`src/rtl/jtag_pkg.sv`:
```
// JTAG TAP shared definitions: TAP state codes
// and instruction opcodes.
package jtag_pkg;

  typedef logic [3:0] tap_state_t;

  localparam tap_state_t S_EXIT2_DR   = 4'h0;
  localparam tap_state_t S_EXIT1_DR   = 4'h1;
  localparam tap_state_t S_SHIFT_DR   = 4'h2;
  localparam tap_state_t S_PAUSE_DR   = 4'h3;
  localparam tap_state_t S_SELECT_IR  = 4'h4;
  localparam tap_state_t S_UPDATE_DR  = 4'h5;
  localparam tap_state_t S_CAPTURE_DR = 4'h6;
  localparam tap_state_t S_SELECT_DR  = 4'h7;
  localparam tap_state_t S_EXIT2_IR   = 4'h8;
  localparam tap_state_t S_EXIT1_IR   = 4'h9;
  localparam tap_state_t S_SHIFT_IR   = 4'hA;
  localparam tap_state_t S_PAUSE_IR   = 4'hB;
  localparam tap_state_t S_RTI        = 4'hC;
  localparam tap_state_t S_UPDATE_IR  = 4'hD;
  localparam tap_state_t S_CAPTURE_IR = 4'hE;
  localparam tap_state_t S_TLR        = 4'hF;

  localparam int unsigned INSTR_EXTEST = 0;
  localparam int unsigned INSTR_IDCODE = 1;
  localparam int unsigned INSTR_SAMPLE = 2;

endpackage

```
`src/rtl/jtag_tap_fsm.sv`:
```
// IEEE 1149.1 TAP controller: 16-state FSM
// plus capture/shift/update strobes.
module jtag_tap_fsm
  import jtag_pkg::*;
(
  input  logic       tck,
  input  logic       reset,
  input  logic       tms,
  output tap_state_t state,
  output logic       tlr_strobe,
  output logic       capture_dr,
  output logic       shift_dr,
  output logic       update_dr,
  output logic       capture_ir,
  output logic       shift_ir,
  output logic       update_ir
);

  tap_state_t next_state;

  always_ff @(posedge tck) begin
    if (reset) state <= S_TLR;
    else       state <= next_state;
  end

  always_comb begin
    next_state = state;
    unique case (state)
      S_TLR:        next_state = tms ? S_TLR       : S_RTI;
      S_RTI:        next_state = tms ? S_SELECT_DR : S_RTI;
      S_SELECT_DR:  next_state = tms ? S_SELECT_IR : S_CAPTURE_DR;
      S_CAPTURE_DR: next_state = tms ? S_EXIT1_DR  : S_SHIFT_DR;
      S_SHIFT_DR:   next_state = tms ? S_EXIT1_DR  : S_SHIFT_DR;
      S_EXIT1_DR:   next_state = tms ? S_UPDATE_DR : S_PAUSE_DR;
      S_PAUSE_DR:   next_state = tms ? S_EXIT2_DR  : S_PAUSE_DR;
      S_EXIT2_DR:   next_state = tms ? S_UPDATE_DR : S_SHIFT_DR;
      S_UPDATE_DR:  next_state = tms ? S_SELECT_DR : S_RTI;
      S_SELECT_IR:  next_state = tms ? S_TLR       : S_CAPTURE_IR;
      S_CAPTURE_IR: next_state = tms ? S_EXIT1_IR  : S_SHIFT_IR;
      S_SHIFT_IR:   next_state = tms ? S_EXIT1_IR  : S_SHIFT_IR;
      S_EXIT1_IR:   next_state = tms ? S_UPDATE_IR : S_PAUSE_IR;
      S_PAUSE_IR:   next_state = tms ? S_EXIT2_IR  : S_PAUSE_IR;
      S_EXIT2_IR:   next_state = tms ? S_UPDATE_IR : S_SHIFT_IR;
      S_UPDATE_IR:  next_state = tms ? S_SELECT_DR : S_RTI;
    endcase
  end

  // Instruction reload fires both while in TLR and on the edge entering it
  assign tlr_strobe = (state == S_TLR) || (next_state == S_TLR);
  assign capture_dr = (state == S_CAPTURE_DR);
  assign shift_dr   = (state == S_SHIFT_DR);
  assign update_dr  = (state == S_UPDATE_DR);
  assign capture_ir = (state == S_CAPTURE_IR);
  assign shift_ir   = (state == S_SHIFT_IR);
  assign update_ir  = (state == S_UPDATE_IR);

endmodule

```
`src/rtl/jtag_tap_responder.sv`:
```
// JTAG TAP responder: IR, BSR, bypass and IDCODE
// registers with the TDO mux around jtag_tap_fsm.
module jtag_tap_responder
  import jtag_pkg::*;
#(
  parameter int          BSC_Reg_size = 253,
  parameter int          IR_size      = 3,
  parameter logic [31:0] IDCODE_value = 32'h1000_0001
) (
  input  logic                    TCK,
  input  logic                    reset,
  input  logic                    TMS,
  input  logic                    TDI,
  output logic                    TDO,
  output logic                    enableTDO,
  input  logic [BSC_Reg_size-1:0] scan_in_data,
  output logic [BSC_Reg_size-1:0] scan_out_data,
  output logic                    extest_mode,
  output logic [IR_size-1:0]      ir_current
);

  localparam logic [IR_size-1:0] IR_EXTEST =
    IR_size'(INSTR_EXTEST);
  localparam logic [IR_size-1:0] IR_IDCODE =
    IR_size'(INSTR_IDCODE);
  localparam logic [IR_size-1:0] IR_SAMPLE =
    IR_size'(INSTR_SAMPLE);
  localparam logic [IR_size-1:0] IR_CAPTURE =
    IR_size'(2'b01);

  tap_state_t state;
  logic tlr_strobe;
  logic capture_dr, shift_dr, update_dr;
  logic capture_ir, shift_ir, update_ir;

  logic [IR_size-1:0]      ir_sr;
  logic [BSC_Reg_size-1:0] bsr;
  logic [31:0]             id_sr;
  logic                    byp;
  logic                    sel_bsr;
  logic                    sel_id;

  jtag_tap_fsm u_fsm (
    .tck        (TCK),
    .reset      (reset),
    .tms        (TMS),
    .state      (state),
    .tlr_strobe (tlr_strobe),
    .capture_dr (capture_dr),
    .shift_dr   (shift_dr),
    .update_dr  (update_dr),
    .capture_ir (capture_ir),
    .shift_ir   (shift_ir),
    .update_ir  (update_ir)
  );

  // Unknown opcodes fall through to bypass
  assign sel_bsr = (ir_current == IR_EXTEST) ||
                   (ir_current == IR_SAMPLE);
  assign sel_id  = (ir_current == IR_IDCODE);

  always_ff @(posedge TCK) begin
    if (reset) begin
      ir_sr         <= '0;
      ir_current    <= IR_IDCODE;
      bsr           <= '0;
      id_sr         <= '0;
      byp           <= 1'b0;
      scan_out_data <= '0;
    end else begin
      if (capture_ir)
        ir_sr <= IR_CAPTURE;
      else if (shift_ir)
        ir_sr <= {TDI, ir_sr[IR_size-1:1]};

      if (tlr_strobe)
        ir_current <= IR_IDCODE;
      else if (update_ir)
        ir_current <= ir_sr;

      if (capture_dr) begin
        unique case (1'b1)
          sel_bsr: bsr   <= scan_in_data;
          sel_id:  id_sr <= IDCODE_value;
          default: byp   <= 1'b0;
        endcase
      end else if (shift_dr) begin
        unique case (1'b1)
          sel_bsr: bsr   <= {TDI, bsr[BSC_Reg_size-1:1]};
          sel_id:  id_sr <= {TDI, id_sr[31:1]};
          default: byp   <= TDI;
        endcase
      end

      if (update_dr && sel_bsr)
        scan_out_data <= bsr;
    end
  end

  assign enableTDO = (state == S_SHIFT_DR) ||
                     (state == S_SHIFT_IR);
  assign extest_mode = (ir_current == IR_EXTEST);

  always_comb begin
    TDO = 1'b0;
    if (state == S_SHIFT_IR) begin
      TDO = ir_sr[0];
    end else if (state == S_SHIFT_DR) begin
      unique case (1'b1)
        sel_bsr: TDO = bsr[0];
        sel_id:  TDO = id_sr[0];
        default: TDO = byp;
      endcase
    end
  end

endmodule

```
`config.mk`:
```
export PLATFORM = sky130hd
export DESIGN_NAME = jtag_tap_responder
export DESIGN_NICKNAME = d
export VERILOG_FILES = /design/src/rtl/jtag_pkg.sv /design/src/rtl/jtag_tap_fsm.sv /design/src/rtl/jtag_tap_responder.sv
export SDC_FILE = /design/constraint.sdc
export NUM_CORES = 1
export LEC_CHECK = 0
export BUFFER_PORTS_ARGS = -buffer_cell sky130_fd_sc_hd__buf_2
export CORE_AREA = 4 4 197 199
export DETAILED_ROUTE_END_ITERATION = 10
export DIE_AREA = 0 0 201 203
export GPL_TIMING_DRIVEN = 0
export PLACE_DENSITY = 0.95
export SETUP_SLACK_MARGIN = 0.2
export SKIP_LAST_GASP = 1
export SLEW_MARGIN = 30
export SYNTH_ARGS = -nofsm -noshare
export SYNTH_HDL_FRONTEND = slang
export SYNTH_SLANG_ARGS = --single-unit
export TNS_END_PERCENT = 1
```
`constraint.sdc`:
```
create_clock -name TCK -period 2.8 [get_ports TCK]
set_input_delay 0.14 -clock TCK [delete_from_list [all_inputs] [get_ports TCK]]
set_output_delay 0.14 -clock TCK [all_outputs]
set_load 0.01 [all_outputs]
```
* Word level (Yosys, flattened, before mapping) *
Index checks and enable logic that the tools add are counted.

word-level totals
  flip-flop bits (word level) = 549
  output and inout port bits = 259

cells by class
  eq/ne operators = 20
  mux-type cells = 30
  reductions and logical operators = 17

operators by type and width
  kind                                                             number
  253-bit two-way mux                                              4
  32-bit two-way mux                                               4
  4-bit case mux with 12 select lines                              1
  4-bit == test, second input constant                             9
  4-bit by 3-bit == test with 1-bit output, second input constant  4
  2-bit two-way mux                                                6
  3-bit two-way mux                                                4
  2-bit OR reduction                                               5
  1-bit two-way mux                                                9
  4-bit by 2-bit == test with 1-bit output, second input constant  2
  4-bit by 1-bit == test with 1-bit output, second input constant  1
  4-bit zero test                                                  1
  4-bit two-way mux                                                1
  2-bit inequality test, second input constant                     2
  2-bit AND reduction                                              2
  2-bit nonzero test                                               2
  3-bit by 1-bit == test with 1-bit output, second input constant  1
  3-bit by 2-bit == test with 1-bit output, second input constant  1
  3-bit zero test                                                  1
  1-bit logical OR                                                 3
  3-bit AND reduction                                              1
  3-bit OR reduction                                               1
  1-bit case mux with 2 select lines                               1
  1-bit logical AND                                                1

* Longest topological paths before layout *
  depth after elaboration = 6
  mapped depth = 7
  mapped depth without buffers = 3

* By module *
From an unflattened synthesis, not the netlist that was laid out.

second synthesis, totals
  cell total of the unflattened synthesis = 2,481
  area total of the unflattened synthesis = 22,412.7 um^2

modules (own cells, without submodules)
  module              instances  cells each  area each (um^2)  sequential area each (um^2)
  jtag_tap_responder  1          2,444       22,108.7          10,910.5
  jtag_tap_fsm        1          37          304.0             80.1

* Worst setup path before layout *
OpenSTA, ideal clock, no wires.

  path kind = reg2out
  from = reg u_fsm.state[1]
  to = out TDO
  data arrival time = 1,517 ps
  data required time = 2,660 ps
  setup slack = 1,143 ps
  stages on the path, launching flop included = 6
  path buffers = 2
  cell sequence = dfxtp_1 -> buf_2 -> clkbuf_1 -> nand2b_1 -> nor2_1 -> nor4bb_1

on the way
  word-level cells in the longest chain between the ends = 3

RTL lines
  what                                      line                       source
  start: declaration                        jtag_tap_fsm.sv:9          output tap_state_t state,
  start signal: assignment                  jtag_tap_fsm.sv:23         else state <= next_state;
  4-bit by 2-bit == test with 1-bit output  jtag_tap_responder.sv:108  end else if (state == S_SHIFT_DR) begin
  1-bit two-way mux                         jtag_tap_responder.sv:108
  1-bit two-way mux (*)                     jtag_tap_responder.sv:106  if (state == S_SHIFT_IR) begin
  end: declaration                          jtag_tap_responder.sv:14   output logic TDO,

Mark *: on every way between the ends. The rest lies on a longest branch, timed or not.

* Final worst setup path *
  from = reg u_fsm.state[1]
  to = reg bsr[214]

on the way
  word-level cells in the longest chain between the ends = 3

RTL lines
  what                                                                                                         line                                    source
  4-bit by 3-bit == test with 1-bit output / 4-bit by 2-bit == test with 1-bit output (equally long branches)  jtag_tap_fsm.sv:50, jtag_tap_fsm.sv:51
  2-bit nonzero test (no source line)                                                                          -
  2-bit AND reduction (no source line)                                                                         -
  end signal: assignment                                                                                       jtag_tap_responder.sv:83                sel_bsr: bsr <= scan_in_data;
  end signal: assignment                                                                                       jtag_tap_responder.sv:89                sel_bsr: bsr <= {TDI, bsr[BSC_Reg_size-1:1]};
  end: declaration                                                                                             jtag_tap_responder.sv:37                logic [BSC_Reg_size-1:0] bsr;

Parallel ways exist; a longest one is shown, timed or not.
A chain may end at the register's enable or synchronous reset.

==> metrics.txt <==
Worst Slack Setup Final about 0.11 ns; Pins Over Slew Limit 0; drt via density 6.82; wire length of the first global-routing pass 136 mm; HP Class input pin to register; clock latency on the worst-skew pair ~0.63 ns; setup violators final 0; vias in the first global route 24400; WP data required between 3 and 4 ns; Die Width 201 µm; crit path capture type register; #FFs+latches synth 549; Static Leak 0.0107 µW; most frequent CP cell buf_2; Tightest Pin Transition just under 0.9 ns; commonest non-fill, non-tap cell in the layout buf_2; CP max FO 10; PortBufs 514; placed cell area 24100 µm²; die area about 41000 µm²; post-DR wirelength/cell 24.7 µm; slowest stage delay, CP 0.52 ns; Hold Slack 0.155 ns; Non-Filler Instances roughly 3600; commonest cells after routing, fill and taps aside 580 x buf_2, 549 x dfxtp_1, 294 x a21oi_1, 257 x nand3_1; Netlist cell types 46; antenna-violating nets left 0; TritonCTS clock tree built; setup TNS 0 ns; pre-CTS WS 0.458 ns; root buffer cell clkbuf_16; GPL Wtd Cong about 0.95; Iter 0 DRT Violations between 3000 and 4000; area delta synth->final 36.3%; Critical Path Start Type register; status finished, violations left; Tcrit/Tclk final 96.2%; maximum VDD drop 0.487 mV; Vias 24600; GRT Residual Overflow 0; Residual DRC 1; io pins about 520; Synthesized Nets 2518; CP arrival about 3.2 ns; pin count of the biggest net entering global routing 16; FMAX 371 MHz; Period minus WS final 2.69 ns; Final Instance Area 28500 µm²; total routed wirelength 89.1 mm; post-synthesis cell area ~21000 µm²; WS Path Type register to register; Max Cap Violations 0; # rows 71; Clock Pin Slew Worst Setup and Hold Paths 0.07 ns; antenna violations before repair 12; sequential share of the synthesized area between 50% and 60%; dpl cells 3249; chip height a little over 200 µm; # nets final 3343; gr usage total 40.9%; Num CTS Buffers 54; Final HPWL DP 51.6 mm; final hold vios 0; initial core utilization around 56%; final setup skew 0.0403 ns; fraction of layout cells with a size suffix above 1 ~23%; total iterations of the first detailed-routing run 11; Mapped Cells 2261; synthesis warning total 0; Clock Sinks 549; PwrDens 598 nW/µm²; H-tree Lvls 2; clk buf depth 3; Slew HR 41.6%; RSZ-0062 raised after global routing true; crit-path cells buf_2, nor3b_4, nand3_2, buf_2, buf_2, o2bb2ai_1; average cell area after synthesis 9.25 µm²; Slowest cell on crit path o2bb2ai_1; failing checks design-rule violations; core footprint 37200 µm²
[power by group]
group	total, µW	switching (µW)	leakage [µW]	internal (µW)
registers	7830	10.2	0.00442	7820
logic	1550	1000	0.00534	552
clock network	7670	3260	0.000910	4400
total	17100	4280	0.0107	12800
[repair_timing]
| action | in CTS | in global routing |
|---|---|---|
| hold buffers | 255 | 0 |
| endpoints found under the setup margin | 0 | 4 |
| resized for setup | 0 | 4 |
| endpoints found under the hold margin | 260 | 0 |
| setup buffers | 0 | 0 |
[layer usage]
| metal | track usage, % | vias up | part of all wire, % |
|---|---|---|---|
| met1 | 45.4 | 11400 | 33 |
| met5 | 0 | - | 0.064 |
| met4 | 30.0 | 8 | 9.0 |
| met2 | 67.1 | 2249 | 46 |
| met3 | 12.1 | 713 | 12 |
| li1 | - | 10300 | - |
[critical path: cells and delay by family, from the launching register on]
kind            cells  cell delay, ns
flops               1            0.33
simple gates        2            0.83
buf+inv             3            0.86
compound gates      1            0.52
[cells by family after synthesis]
| group | count (synthesis) | share of synthesized area (%) |
|---|---|---|
| and+or+nand+nor | 335 | 8.67 |
| muxes | 2 | 0.0957 |
| buffers and inverters | 283 | 6.42 |
| AOI/OAI and AO/OA | 1092 | 32.3 |
| DFF | 549 | 52.5 |
[path summary, 6_finish.rpt]
path                            slack, ns  cells past startpoint        endpoint            from
worst max-delay path                 0.11                      6        bsr[214]  u_fsm.state[1]
worst min-delay path                 0.16                      3  u_fsm.state[3]           reset
worst max register to register       0.11                      6        bsr[214]  u_fsm.state[1]
worst min register to register       0.44                      2       id_sr[12]       id_sr[13]
[layout make-up]
| type | instances | area [µm²] |
|---|---|---|
| Sequential cell | 549 | 11000 |
| Fill cell | 2173 | 8700 |
| Multi-Input combinational cell | 1429 | 8600 |
| Timing Repair Buffer | 769 | 5120 |
| Clock buffer | 81 | 1630 |
| Buffer | 280 | 1340 |
| Tap cell | 474 | 593 |
| Clock inverter | 19 | 214 |
| Antenna cell | 8 | 20.0 |
| Inverter | 3 | 11.3 |
[registers in the layout, summed over array words and instances, names as in the netlist]
name and cells:
u_fsm.state 4, id_sr 32, ir_current 3, byp 1, scan_out_data 253, bsr 253
ir_sr 3
[cells in the mapped netlist (all sizes together)]
cell type,number,share of area [%]
nand2,5,0.090
dfxtp,549,53
mux2i,2,0.096
or4,1,0.036
inv,2,0.036
nor4bb,3,0.22
nand3,258,6.2
a2bb2o,1,0.048
a2111o,1,0.054
a21boi,1,0.036
or3b,1,0.042
nand3b,1,0.036
and3,1,0.030
o22ai,252,7.5
and3b,1,0.042
a22oi,1,0.036
nor3,7,0.17
clkinv,1,0.018
and4bb,1,0.060
nand4,30,0.90
o2bb2ai,251,11
a21oi,295,7.1
clkbuf,160,2.9
a211oi,2,0.072
nor3b,2,0.13
a221o,1,0.048
or2,2,0.060
o21ai,286,6.8
nor2b,2,0.060
buf,120,3.5
nand4bb,3,0.16
nor4,2,0.060
o31ai,1,0.036
nor2,9,0.17
nand2b,3,0.090
nand4b,2,0.084
or4b,1,0.048
[metrics by stage]
stage               power (µW)  utilization (%)
global placement          9110             64.7
global route             17400             76.6
floorplan                 8640                -
finish                   17100             76.6
CTS                      16800             76.5
detailed placement        9130             64.7
Power figures use the tool's default switching activity.
